<file path="src/rtl/brew_timer_if.sv">
// Control/status bundle for brew_timer: operator inputs in, countdown status out.
interface brew_timer_if #(
    parameter int CNT_W = 8
);
    logic             start;
    logic             abort;
    logic             pause;
    logic [1:0]       sel;
    logic [CNT_W-1:0] remaining;
    logic             running;
    logic             expired;
    logic             done;
    logic             blink;

    modport master (
        output start, abort, pause, sel,
        input  remaining, running, expired, done, blink
    );

    modport slave (
        input  start, abort, pause, sel,
        output remaining, running, expired, done, blink
    );
endinterface

</file>
<file path="src/rtl/brew_timer.sv">
// Preset countdown timer with tick prescaler, blink output and expiry pulse.
// Optional PAUSE state is compiled in when BREW_TIMER_PAUSE_EN is defined.
module brew_timer #(
    parameter int CLK_HZ  = 100000000,
    parameter int TICK_HZ = 1,
    parameter int CNT_W   = 8,
    parameter int T0      = 30,
    parameter int T1      = 45,
    parameter int T2      = 60,
    parameter int T3      = 90
) (
    input  logic         clk,
    input  logic         rst_n,
    brew_timer_if.slave  bus
);
    localparam int DIV = CLK_HZ / TICK_HZ;
    localparam int PW  = (DIV > 2) ? $clog2(DIV) : 1;
    localparam logic [PW-1:0] LAST = PW'(DIV - 1);
    localparam logic [PW-1:0] HALF = PW'(DIV / 2);

`ifdef BREW_TIMER_PAUSE_EN
    typedef enum logic [1:0] {IDLE, RUN, PAUSE, DONE} state_t;
`else
    typedef enum logic [1:0] {IDLE, RUN, DONE} state_t;
`endif

    state_t           state, state_n;
    logic [PW-1:0]    presc, presc_n;
    logic [CNT_W-1:0] rem, rem_n;
    logic [CNT_W-1:0] preset;
    logic             expired_q, exp_n;
    logic             start_q;
    logic             start_ev;
    logic             tick;

    assign start_ev = bus.start & ~start_q;
    assign tick     = (state == RUN) && (presc == LAST);

    always_comb begin
        case (bus.sel)
            2'd0:    preset = CNT_W'(T0);
            2'd1:    preset = CNT_W'(T1);
            2'd2:    preset = CNT_W'(T2);
            default: preset = CNT_W'(T3);
        endcase
    end

    // Priority: abort, then start event, then tick, then pause.
    always_comb begin
        state_n = state;
        presc_n = presc;
        rem_n   = rem;
        exp_n   = 1'b0;
        if (bus.abort) begin
            state_n = IDLE;
            presc_n = '0;
            rem_n   = '0;
        end else if (start_ev) begin
            presc_n = '0;
            rem_n   = preset;
            if (preset == '0) begin
                state_n = DONE;
                exp_n   = 1'b1;
            end else begin
                state_n = RUN;
            end
        end else begin
            case (state)
                RUN: begin
                    if (tick) begin
                        presc_n = '0;
                        if (rem <= CNT_W'(1)) begin
                            rem_n   = '0;
                            state_n = DONE;
                            exp_n   = 1'b1;
                        end else begin
                            rem_n = rem - CNT_W'(1);
                        end
                    end else begin
                        presc_n = presc + PW'(1);
                    end
`ifdef BREW_TIMER_PAUSE_EN
                    // The cycle that requests a pause still counts; freezing starts in PAUSE.
                    if (bus.pause && state_n == RUN) state_n = PAUSE;
`endif
                end
`ifdef BREW_TIMER_PAUSE_EN
                PAUSE: begin
                    if (!bus.pause) state_n = RUN;
                end
`endif
                default: ;
            endcase
        end
    end

`ifndef BREW_TIMER_PAUSE_EN
    logic unused_pause;
    assign unused_pause = bus.pause;
`endif

    // start_q resets high so a start level held through reset is not an event.
    always_ff @(posedge clk or negedge rst_n) begin
        if (!rst_n) begin
            state     <= IDLE;
            presc     <= '0;
            rem       <= '0;
            expired_q <= 1'b0;
            start_q   <= 1'b1;
        end else begin
            state     <= state_n;
            presc     <= presc_n;
            rem       <= rem_n;
            expired_q <= exp_n;
            start_q   <= bus.start;
        end
    end

    assign bus.remaining = rem;
    assign bus.expired   = expired_q;
    assign bus.done      = (state == DONE);
    assign bus.blink     = (state == RUN) && (presc < HALF);
`ifdef BREW_TIMER_PAUSE_EN
    assign bus.running   = (state == RUN) || (state == PAUSE);
`else
    assign bus.running   = (state == RUN);
`endif
endmodule

</file>
<file path="src/flat_wrapper.sv">
// flat-port wrapper written by rule: the top's interface ports become plain ports
module brew_timer_flat 
#(
    parameter int CLK_HZ  = 100000000,
    parameter int TICK_HZ = 1,
    parameter int CNT_W   = 8,
    parameter int T0      = 30,
    parameter int T1      = 45,
    parameter int T2      = 60,
    parameter int T3      = 90
)
  (clk, rst_n, bus_start, bus_abort, bus_pause, bus_sel, bus_remaining, bus_running, bus_expired, bus_done, bus_blink);
  brew_timer_if #(.CNT_W(CNT_W)) bus_i ();
  input  logic clk;
  input  logic rst_n;
  input wire logic [$bits(bus_i.start)-1:0] bus_start;
  input wire logic [$bits(bus_i.abort)-1:0] bus_abort;
  input wire logic [$bits(bus_i.pause)-1:0] bus_pause;
  input wire logic [$bits(bus_i.sel)-1:0] bus_sel;
  output wire logic [$bits(bus_i.remaining)-1:0] bus_remaining;
  output wire logic [$bits(bus_i.running)-1:0] bus_running;
  output wire logic [$bits(bus_i.expired)-1:0] bus_expired;
  output wire logic [$bits(bus_i.done)-1:0] bus_done;
  output wire logic [$bits(bus_i.blink)-1:0] bus_blink;
  assign bus_i.start = bus_start;
  assign bus_i.abort = bus_abort;
  assign bus_i.pause = bus_pause;
  assign bus_i.sel = bus_sel;
  assign bus_remaining = bus_i.remaining;
  assign bus_running = bus_i.running;
  assign bus_expired = bus_i.expired;
  assign bus_done = bus_i.done;
  assign bus_blink = bus_i.blink;
  brew_timer #(.CLK_HZ(CLK_HZ), .TICK_HZ(TICK_HZ), .CNT_W(CNT_W), .T0(T0), .T1(T1), .T2(T2), .T3(T3)) u_core (.clk(clk), .rst_n(rst_n), .bus(bus_i));
endmodule
</file>
<file path="config.mk">
export PLATFORM = sky130hd
export DESIGN_NAME = brew_timer_flat
export DESIGN_NICKNAME = d
export VERILOG_FILES = /design/src/rtl/brew_timer_if.sv /design/src/rtl/brew_timer.sv /design/src/flat_wrapper.sv
export SDC_FILE = /design/constraint.sdc
export NUM_CORES = 1
export LEC_CHECK = 0
export CAP_MARGIN = 20
export CORE_MARGIN = 2
export CORE_UTILIZATION = 36
export DETAILED_ROUTE_END_ITERATION = 10
export SYNTH_ARGS = -nofsm -noshare
export SYNTH_HDL_FRONTEND = slang
export SYNTH_SLANG_ARGS = --single-unit
</file>
<file path="constraint.sdc">
create_clock -name clk -period 6.24 [get_ports clk]
set_clock_uncertainty 0.1 [all_clocks]
set_input_delay 0.624 -clock clk [delete_from_list [all_inputs] [get_ports clk]]
set_output_delay 0.624 -clock clk [all_outputs]
set_load 0.05 [all_outputs]
</file>
; After elaboration in Yosys (flattened, before gate mapping)
; Cells that the tools add are included.
[totals]
regBits = 39
inputBits = 7
output_inout_bits = 12
word_cells = 47
[op_classes]
n_addsub = 2
order_cmp = 2
eq_ne = 5
n_mux = 22
bitwise = 2
reduce_logical = 9
[op_table]
columns = operator, n
row1 = $mux 27, 4
row2 = $mux 8, 5
row3 = $add 27x1->27 const B, 1
row4 = $eq 27x27->1 const B, 1
row5 = $lt 27x26->1 const B, 1
row6 = $pmux 7 s3, 1
row7 = $mux 2, 6
row8 = $reduce_bool 3->1, 3
row9 = $le 8x1->1 const B, 1
row10 = $logic_not 8->1, 1
row11 = $sub 8x1->8 const B, 1
row12 = $mux 1, 6
row13 = $eq 2x1->1 const B, 2
row14 = $eq 2x2->1 const B, 2
row15 = $reduce_and 3->1, 1
row16 = $logic_and 1x1->1, 2
row17 = $logic_not 2->1, 1
row18 = $reduce_and 2->1, 1
row19 = $and 1x1->1, 1
row20 = $not 1->1, 1

; Longest topological paths before layout
; Gate-level depths: netlist of run 1.
[depth]
depth_word = 6
ltp_mapped = 8
ltp_nobuf = 7

; Worst setup path after synthesis of run 1
; No wires, ideal clock.
[synth_timing]
path_type = register -> output
startpoint = reg u_core.presc[10]
endpoint = out bus_blink
arrival_ns = 3.725
required_time_ns = 5.516
path_slack_ns = 1.791
path_stages_with_launch = 6
n_path_buf = 0
cell_sequence = dfrtp_1 or4_4 o211a_1 o21ai_0 a21oi_1 a2111oi_0
[synth_via]
elab_chain_len = 2
[synth_rtl]
columns = item, line
row1 = "start, declared", brew_timer.sv:28  ; logic [PW-1:0] presc, presc_n;
row2 = "start signal, assigned", brew_timer.sv:112  ; presc <= presc_n;
row3 = $lt 27x26->1, brew_timer.sv:122  ; assign bus.blink = (state == RUN) && (presc < HALF);
row4 = $logic_and 1x1->1, brew_timer.sv:122
row5 = "end, declared", flat_wrapper.sv:24  ; output wire logic [$bits(bus_i.blink)-1:0] bus_blink;
; No other way between the ends.

; Worst setup path in the final report of run 1
; Same ends and word-level chain as after synthesis.

==> flow_summary.html, run 1 <==
<table>
<tr><th>Metric</th><th>Value</th></tr>
<tr><th colspan="2">Status</th></tr>
<tr><td>Result of the run</td><td>complete, no violations</td></tr>
<tr><th colspan="2">Timing</th></tr>
<tr><td>Share of the cycle needed by the critical path after routing</td><td>0.607</td></tr>
<tr><td>RSZ-0062 raised after global routing</td><td>no</td></tr>
<tr><td>Count of final setup violators</td><td>0</td></tr>
<tr><td>Slew Limit Fails</td><td>0</td></tr>
<tr><td>Number of failing hold endpoints at the final stage</td><td>0</td></tr>
<tr><td>Relative slew slack</td><td>0.402</td></tr>
<tr><td>Minimum clock period after layout</td><td>3.79 ns</td></tr>
<tr><td>Actual slew at the worst max-slew pin</td><td>0.897 ns</td></tr>
<tr><td>Fin Setup TNS</td><td>0 ns</td></tr>
<tr><td>Fmax</td><td>264 MHz</td></tr>
<tr><th colspan="2">Yosys</th></tr>
<tr><td>Register area share after synthesis</td><td>0.435</td></tr>
<tr><td>Mean cell area of the mapped netlist</td><td>9.29 um2</td></tr>
<tr><td>Gate Count Post-Synth</td><td>242</td></tr>
<tr><td>Most instantiated flip-flop cell in the synthesis netlist</td><td>sky130_fd_sc_hd__dfrtp_1</td></tr>
<tr><td>Post-Synth XOR/XNOR Area</td><td>0.0896</td></tr>
<tr><td>Area share of the largest cell type after synthesis</td><td>0.423</td></tr>
<tr><td>Net Count, Synth</td><td>255</td></tr>
<tr><td>Most used standard cells in the synthesized netlist</td><td>38 x sky130_fd_sc_hd__dfrtp_1, 34 x sky130_fd_sc_hd__nor2_1, 17 x sky130_fd_sc_hd__nand3_1, 17 x sky130_fd_sc_hd__xor2_1, 15 x sky130_fd_sc_hd__nand2_1</td></tr>
<tr><td>Synth Area in Compound Gates</td><td>0.107</td></tr>
<tr><td>Dominant combinational cell family by area after synthesis</td><td>simple AND/OR/NAND/NOR gates</td></tr>
<tr><td>Number of different library cells in the post-synthesis netlist</td><td>48</td></tr>
<tr><td>Yosys warning count</td><td>0</td></tr>
<tr><td>Portion of netlist area occupied by mux cells</td><td>0.00445</td></tr>
<tr><td>Dominant cell by count in the synthesized netlist</td><td>sky130_fd_sc_hd__dfrtp_1</td></tr>
<tr><td>Seq cells post-synth</td><td>39</td></tr>
<tr><td>Number of enable-type register cells in the synthesized netlist</td><td>0</td></tr>
<tr><td>Synthesized-area fraction occupied by adder cells</td><td>0.0334</td></tr>
<tr><td>Async set-or-reset flop fraction in the synthesized netlist</td><td>1.00</td></tr>
<tr><td>Post-synthesis cell type with the largest combined area</td><td>sky130_fd_sc_hd__dfrtp_1</td></tr>
<tr><td>Post-synthesis simple-gate area fraction</td><td>0.300</td></tr>
<tr><td>Top cells by area in the synthesized netlist</td><td>sky130_fd_sc_hd__dfrtp_1 42%, sky130_fd_sc_hd__xor2_1 6.6%, sky130_fd_sc_hd__nor2_1 5.7%</td></tr>
<tr><td>Cell area after synthesis</td><td>2250 um2</td></tr>
<tr><th colspan="2">Worst setup path</th></tr>
<tr><td>Arrival time reported for the critical path endpoint</td><td>3.06 ns</td></tr>
<tr><td>Crit path capture type</td><td>primary output</td></tr>
<tr><td>Worst path top cell family by delay</td><td>buffers and inverters</td></tr>
<tr><td>Worst Setup Path Type</td><td>register to primary output</td></tr>
<tr><td>CP peak stage delay</td><td>0.91 ns</td></tr>
<tr><td>Critical-path cell with the highest stage delay</td><td>sky130_fd_sc_hd__clkdlybuf4s50_1</td></tr>
<tr><td>Type of origin of the critical path</td><td>register</td></tr>
<tr><td>Top fanout value on the critical path</td><td>4</td></tr>
<tr><td>Worst EP required</td><td>5.52 ns</td></tr>
<tr><td>Cells along the critical path</td><td>or4_4 -&gt; o211a_1 -&gt; o21ai_0 -&gt; a21oi_1 -&gt; a2111oi_0 -&gt; clkdlybuf4s50_1</td></tr>
<tr><td>Crit path buffers/inverters</td><td>1</td></tr>
<tr><th colspan="2">Layout</th></tr>
<tr><td>Antenna fix cells</td><td>0</td></tr>
<tr><td>FILL cells</td><td>589</td></tr>
<tr><td>Ratio of cells with drive above 1 in the final layout</td><td>0.0891</td></tr>
<tr><td>Nets@finish</td><td>270</td></tr>
<tr><td>P&amp;R area growth vs syn</td><td>15.5%</td></tr>
<tr><th colspan="2">Global routing</th></tr>
<tr><td>Grt ovf</td><td>0</td></tr>
<tr><td>Pin count of the biggest net entering global routing</td><td>40</td></tr>
<tr><td>Overall fraction of global-route tracks in use</td><td>0.159</td></tr>
<tr><td>Via count of the first global-routing pass</td><td>1799</td></tr>
<tr><td>Antenna violations before repair</td><td>0</td></tr>
<tr><td>First-pass GRT wire length</td><td>8910 um</td></tr>
<tr><th colspan="2">Clock network</th></tr>
<tr><td>Sink Count</td><td>39</td></tr>
<tr><td>Deepest clock path buffer count</td><td>2</td></tr>
<tr><td>Number of cells upsized or downsized after cts</td><td>0</td></tr>
<tr><td>Number of levels the H-tree was split into</td><td>2</td></tr>
<tr><td>Number of clock buffers inserted by TritonCTS</td><td>5</td></tr>
<tr><td>CTS tree</td><td>done</td></tr>
<tr><td>Clock-pin slew on the worst setup and hold paths</td><td>0.08 ns</td></tr>
<tr><td>CTS Root Cell</td><td>sky130_fd_sc_hd__clkbuf_8</td></tr>
<tr><td>Post-CTS setup buffer count</td><td>0</td></tr>
<tr><td>Number of buffers added to fix hold violations after cts</td><td>0</td></tr>
<tr><td>Skew-Pair Late Insertion Delay</td><td>0.29 ns</td></tr>
<tr><th colspan="2">Floorplan</th></tr>
<tr><td>Core region area</td><td>5990 um2</td></tr>
<tr><td>Area of the die</td><td>6890 um2</td></tr>
<tr><td>Starting density of the core</td><td>0.375</td></tr>
<tr><td>FP Rows</td><td>28</td></tr>
<tr><td>Top Ports</td><td>19</td></tr>
<tr><td>Die W</td><td>83.0 um</td></tr>
<tr><td>Die height</td><td>83.0 um</td></tr>
<tr><th colspan="2">Flow run</th></tr>
<tr><td>Max Cap Viol</td><td>0</td></tr>
<tr><th colspan="2">Pwr</th></tr>
<tr><td>LEAKAGE</td><td>1.08 nW</td></tr>
<tr><td>Post-layout power</td><td>0.000597 W</td></tr>
<tr><td>Maximum ir drop on the vdd rail</td><td>0.133 mV</td></tr>
<tr><td>Cell area power density</td><td>230 nW/um2</td></tr>
<tr><th colspan="2">Routing</th></tr>
<tr><td>Routed wire length per instance</td><td>15.2 um</td></tr>
<tr><td>Count of unresolved DRC violations after routing</td><td>0</td></tr>
<tr><td>Number of violations reported at the end of detailed-routing iteration 0</td><td>127</td></tr>
<tr><td>Vias after detailed routing</td><td>1813</td></tr>
<tr><td>Final routed wirelength across all metal layers</td><td>5050 um</td></tr>
<tr><td>TritonRoute pass-1 iters</td><td>4</td></tr>
<tr><td>Final ANT Viol Nets</td><td>0</td></tr>
<tr><td>Number of vias per cell after detailed routing</td><td>5.44</td></tr>
<tr><th colspan="2">Placed design</th></tr>
<tr><td>Port buffer count</td><td>17</td></tr>
<tr><td>Final HPWL DP</td><td>3370 um</td></tr>
<tr><td>Placer congestion estimate</td><td>0.799</td></tr>
<tr><th colspan="2">Worst hold path</th></tr>
<tr><td>Path category of the worst min-delay check</td><td>primary input to async pin</td></tr>
</table>
layout make-up:
class / instances / area (um2) / share of cell area
clock buffers: 6 / 82.6 / 0.0318
clock inverters: 2 / 35.0 / 0.0135
inverters: 7 / 26.3 / 0.0101
multi-input cells: 186 / 1210 / 0.465
flip-flops and latches: 39 / 977 / 0.377
well taps: 75 / 93.8 / 0.0362
repair buffers: 18 / 173 / 0.0665
per-layer routing:
layer	track usage	part of all wire	vias up
li1	-	-	900
met1	0.218	0.49	877
met2	0.250	0.47	28
met3	0.0318	0.029	8
met4	0.0551	0.015	0
met5	0	0	-
flip-flops by register name (all words and copies together) (netlist names):
name                  cells
u_core.presc             27
u_core.start_q            1
u_core.state              2
u_core.bus.expired        1
u_core.bus.remaining      8
power by group:
group          internal (W)  switching (W)  total [W]
clock network      0.000129      0.0000917   0.000221
registers          0.000259     0.00000952   0.000269
logic             0.0000364      0.0000702   0.000107
cell usage in the layout, fill, tap and decap left out, drive strengths merged, types with 4 or more instances in the layout:
cell type and instances:
or4 4, inv 7, clkdlybuf4s50 16, ha 6, o21ai 8, a21oi 12, nor4 7, dfrtp 38
clkbuf 6, nand4 12, nand2 16, xnor2 6, xor2 17, or3 5, nor3 7, and3 4
nand3 17, nor2 34
cells by family after synthesis:
family	Yosys count
xor gates and xnor gates	23
and+or+nand+nor	119
DFF	39
AOI/OAI and AO/OA	37
muxes	1
adders and majority gates	6
buffers and inverters	17
worst reg2reg max path: cells and delay by family, from the launching register on:
family	cells	cell delay (ns)
AO/OA/AOI/OAI	1	0.15
flip-flops	1	0.42
AND/OR/NAND/NOR	4	1.63
per-stage QoR:
stage / cell area [um2] / setup WS [ns] / utilization / hold slack (ns) / instances
2_1_floorplan: 2250 / 1.79 / - / 0.228 / 242
3_3_place_gp: 2480 / 2.74 / 0.414 / 0.397 / 325
3_5_place_dp: 2480 / 2.79 / 0.414 / 0.401 / 325
4_1_cts: 2590 / 2.42 / 0.433 / 0.386 / 333
5_1_grt: 2590 / 2.16 / 0.433 / 0.435 / 333
6_report: 2590 / 2.45 / 0.433 / 0.352 / 333
final timing paths:
| check | start | to | slack, ns | cells after the start |
|---|---|---|---|---|
| setup / recovery | u_core.presc[10] | bus_blink | 2.45 | 6 |
| hold / removal | rst_n | u_core.bus.remaining[0] | 0.35 | 1 |
| setup reg to reg | u_core.presc[10] | u_core.bus.remaining[7] | 3.87 | 5 |
| hold reg to reg | u_core.state[1] | u_core.state[1] | 0.41 | 1 |
| max in group asynchronous | rst_n | u_core.bus.expired | 5.13 | 1 |
| min in group clk | u_core.state[1] | u_core.state[1] | 0.41 | 1 |
(Power assumes the default switching activity.)
==> run 2, diff against run 1 <==
- clock period: 6.24 -> 3.64 ns (I/O delays scaled with it)
==> run 2 against run 1 <==
Against the previous run: combinational power up 70%; via count down 0.39%; final cell count unchanged; clock power up 95%; register-to-register slack worse by 2.6 ns; worst hold slack worse by 0.26 ns; first-iteration DRC count down 46%; non-clock buffer count unchanged.
==> flow_summary.html, run 2 (same netlist as run 1, synthesis figures left out) <==
<table>
<tr><th>Metric</th><th>Value</th></tr>
<tr><th colspan="2">Routing</th></tr>
<tr><td>Vias after detailed routing</td><td>1806 (-0.39%)</td></tr>
<tr><td>Count of unresolved DRC violations after routing</td><td>0 (unchanged)</td></tr>
<tr><td>Final routed wirelength across all metal layers</td><td>5020 um (-0.50%)</td></tr>
<tr><td>TritonRoute pass-1 iters</td><td>4 (unchanged)</td></tr>
<tr><td>Final ANT Viol Nets</td><td>0 (unchanged)</td></tr>
<tr><td>Routed wire length per instance</td><td>15.1 um (-0.50%)</td></tr>
<tr><td>Number of vias per cell after detailed routing</td><td>5.42 (-0.39%)</td></tr>
<tr><td>Number of violations reported at the end of detailed-routing iteration 0</td><td>68 (-46%)</td></tr>
<tr><th colspan="2">Placed design</th></tr>
<tr><td>Final HPWL DP</td><td>3410 um (+1.0%)</td></tr>
<tr><td>Post-Place Worst Slack</td><td>0.568 ns (-2.22 ns)</td></tr>
<tr><td>Number of placed instances with taps included</td><td>325 (unchanged)</td></tr>
<tr><td>Port buffer count</td><td>17 (unchanged)</td></tr>
<tr><td>Placer congestion estimate</td><td>0.880 (+10%)</td></tr>
<tr><th colspan="2">Global routing</th></tr>
<tr><td>Grt ovf</td><td>0 (unchanged)</td></tr>
<tr><td>Via count of the first global-routing pass</td><td>1846 (+2.6%)</td></tr>
<tr><td>Antenna violations before repair</td><td>0 (unchanged)</td></tr>
<tr><td>Overall fraction of global-route tracks in use</td><td>0.156 (-0.00320)</td></tr>
<tr><td>Pin count of the biggest net entering global routing</td><td>40 (unchanged)</td></tr>
<tr><td>First-pass GRT wire length</td><td>8830 um (-1.0%)</td></tr>
<tr><th colspan="2">Layout</th></tr>
<tr><td>Top library cells by usage in the layout, fill and taps aside</td><td>38 x sky130_fd_sc_hd__dfrtp_1, 34 x sky130_fd_sc_hd__nor2_1, 17 x sky130_fd_sc_hd__nand3_1, 17 x sky130_fd_sc_hd__xor2_1</td></tr>
<tr><td>Biggest register</td><td>u_core.presc</td></tr>
<tr><td>Nets@finish</td><td>270 (unchanged)</td></tr>
<tr><td>Ratio of cells with drive above 1 in the final layout</td><td>0.0853 (-0.00388)</td></tr>
<tr><td>FILL cells</td><td>586 (-0.51%)</td></tr>
<tr><td>Antenna fix cells</td><td>0 (unchanged)</td></tr>
<tr><td>Largest register FFs</td><td>27 (unchanged)</td></tr>
<tr><td>Fin cells</td><td>333 (unchanged)</td></tr>
<tr><td>P&amp;R area growth vs syn</td><td>16.3%</td></tr>
<tr><td>Leading cell type in the layout, fill and taps excluded</td><td>sky130_fd_sc_hd__dfrtp_1</td></tr>
<tr><th colspan="2">Floorplan</th></tr>
<tr><td>FP Rows</td><td>28 (unchanged)</td></tr>
<tr><td>Area of the die</td><td>6890 um2 (unchanged)</td></tr>
<tr><td>Die W</td><td>83.0 um (unchanged)</td></tr>
<tr><td>Core region area</td><td>5990 um2 (unchanged)</td></tr>
<tr><td>Top Ports</td><td>19 (unchanged)</td></tr>
<tr><td>Starting density of the core</td><td>0.375 (unchanged)</td></tr>
<tr><td>Die height</td><td>83.0 um (unchanged)</td></tr>
<tr><th colspan="2">Flow run</th></tr>
<tr><td>Max Cap Viol</td><td>0 (unchanged)</td></tr>
<tr><th colspan="2">Worst setup path</th></tr>
<tr><td>Type of origin of the critical path</td><td>register</td></tr>
<tr><td>Worst Setup Path Type</td><td>register to primary output</td></tr>
<tr><td>Crit path capture type</td><td>primary output</td></tr>
<tr><td>CP peak stage delay</td><td>0.55 ns (-0.36 ns)</td></tr>
<tr><td>Top fanout value on the critical path</td><td>4 (unchanged)</td></tr>
<tr><td>Arrival time reported for the critical path endpoint</td><td>2.54 ns (-0.52 ns)</td></tr>
<tr><td>Critical-path cell with the highest stage delay</td><td>sky130_fd_sc_hd__or4_4</td></tr>
<tr><td>Cells along the critical path</td><td>or4_4 -&gt; o211a_1 -&gt; o21ai_0 -&gt; a21oi_1 -&gt; a2111oi_1 -&gt; dlymetal6s2s_1</td></tr>
<tr><td>Worst EP required</td><td>3.18 ns (-2.34 ns)</td></tr>
<tr><th colspan="2">Timing</th></tr>
<tr><td>Relative slew slack</td><td>0.405 (+0.00321)</td></tr>
<tr><td>Number of failing hold endpoints at the final stage</td><td>0 (unchanged)</td></tr>
<tr><td>Slew Limit Fails</td><td>0 (unchanged)</td></tr>
<tr><td>RSZ-0062 raised after global routing</td><td>no</td></tr>
<tr><td>Hold_ws</td><td>0.0903 ns (-0.262 ns)</td></tr>
<tr><td>Actual slew at the worst max-slew pin</td><td>0.892 ns (-0.00481 ns)</td></tr>
<tr><td>Count of final setup violators</td><td>0 (unchanged)</td></tr>
<tr><td>Fmax</td><td>333 MHz</td></tr>
<tr><td>Final setup margin</td><td>0.636 ns (-1.82 ns)</td></tr>
<tr><td>Minimum clock period after layout</td><td>3.00 ns</td></tr>
<tr><td>Share of the cycle needed by the critical path after routing</td><td>0.825</td></tr>
<tr><td>Fin Setup TNS</td><td>0 ns (unchanged)</td></tr>
<tr><th colspan="2">Worst hold path</th></tr>
<tr><td>Path category of the worst min-delay check</td><td>primary input to async pin</td></tr>
<tr><th colspan="2">Pwr</th></tr>
<tr><td>Maximum ir drop on the vdd rail</td><td>0.194 mV (+47%)</td></tr>
<tr><td>Cell area power density</td><td>411 nW/um2 (+79%)</td></tr>
<tr><td>LEAKAGE</td><td>1.10 nW (+1.8%)</td></tr>
<tr><td>Post-layout power</td><td>0.00107 W (+80%)</td></tr>
<tr><th colspan="2">Status</th></tr>
<tr><td>Result of the run</td><td>complete, no violations</td></tr>
<tr><th colspan="2">Clock network</th></tr>
<tr><td>Number of buffers added to fix hold violations after cts</td><td>0 (unchanged)</td></tr>
<tr><td>CTS Root Cell</td><td>sky130_fd_sc_hd__clkbuf_8</td></tr>
<tr><td>Sink Count</td><td>39 (unchanged)</td></tr>
<tr><td>Deepest clock path buffer count</td><td>2 (unchanged)</td></tr>
<tr><td>Post-CTS setup buffer count</td><td>0 (unchanged)</td></tr>
<tr><td>Clock-pin slew on the worst setup and hold paths</td><td>0.08 ns (about the same)</td></tr>
<tr><td>Number of levels the H-tree was split into</td><td>2 (unchanged)</td></tr>
<tr><td>Skew-Pair Late Insertion Delay</td><td>0.29 ns (about the same)</td></tr>
<tr><td>CTS tree</td><td>done</td></tr>
<tr><td>Number of clock buffers inserted by TritonCTS</td><td>5 (unchanged)</td></tr>
</table>
-- run 2: cell count changes in the layout (fill, tap and decap cells not counted) --
cell and change:
sky130_fd_sc_hd__a2111oi_0 -1, sky130_fd_sc_hd__a2111oi_1 +1, sky130_fd_sc_hd__bufinv_16 +1, sky130_fd_sc_hd__clkbuf_1 +1, sky130_fd_sc_hd__clkbuf_8 -1, sky130_fd_sc_hd__clkdlybuf4s50_1 -1, sky130_fd_sc_hd__clkinv_2 -1, sky130_fd_sc_hd__dlymetal6s2s_1 +1
-- run 2: per-stage QoR --
stage                     utilization  instance area [um2]
after floorplan                     -                 2250
after global placement          0.414                 2480
after detailed placement        0.414                 2480
after CTS                       0.436                 2610
after global routing            0.436                 2610
final                           0.436                 2610
-- run 2: routing by layer --
metal / wire length (um) / vias to the layer above / track usage
met2: 2320 / 33 / 0.246
met1: 2470 / 874 / 0.207
met5: 0 / - / 0
met3: 183 / 4 / 0.0358
li1: - / 895 / -
met4: 51 / 0 / 0.0611
-- run 2: path summary, 6_finish.rpt --
path	startpoint	endpoint	slack, ns	cells past startpoint
max in group asynchronous	rst_n	u_core.presc[24]	2.79	1
min in group clk	bus_start	u_core.start_q	0.41	1
hold / removal	rst_n	u_core.bus.remaining[0]	0.09	1
hold reg to reg	u_core.state[1]	u_core.state[1]	0.42	1
setup reg to reg	u_core.bus.remaining[5]	u_core.bus.remaining[5]	1.25	5
setup / recovery	u_core.presc[10]	bus_blink	0.64	6
-- run 2: what timing repair did --
action	CTS	global route
hold endpoints to repair	0	0
resized for setup	0	1
endpoints found under the setup margin	0	1
-- run 2: area by class of cell --
cell class	count	area, um2	share of cell area
clock inverter	2	60.1	0.0230
timing repair buffer	18	175	0.0670
tap	75	93.8	0.0359
multi-input combinational	186	1210	0.462
sequential	39	977	0.374
inverter	7	26.3	0.0101
clock buffer	6	72.6	0.0278
-- run 2: worst max-delay path, delay by kind of cell, from the launching register on --
family	cells	cell delay [ns]
AOI/OAI and AO/OA	4	0.80
buffers and inverters	1	0.48
DFF	1	0.42
and+or+nand+nor	1	0.55
-- run 2: report_power, final --
| part | switching [W] | leakage [nW] | internal, W |
|---|---|---|---|
| clock | 0.000157 | 0.0654 | 0.000274 |
| sequential | 0.0000167 | 0.536 | 0.000445 |
| combinational | 0.000119 | 0.497 | 0.0000623 |
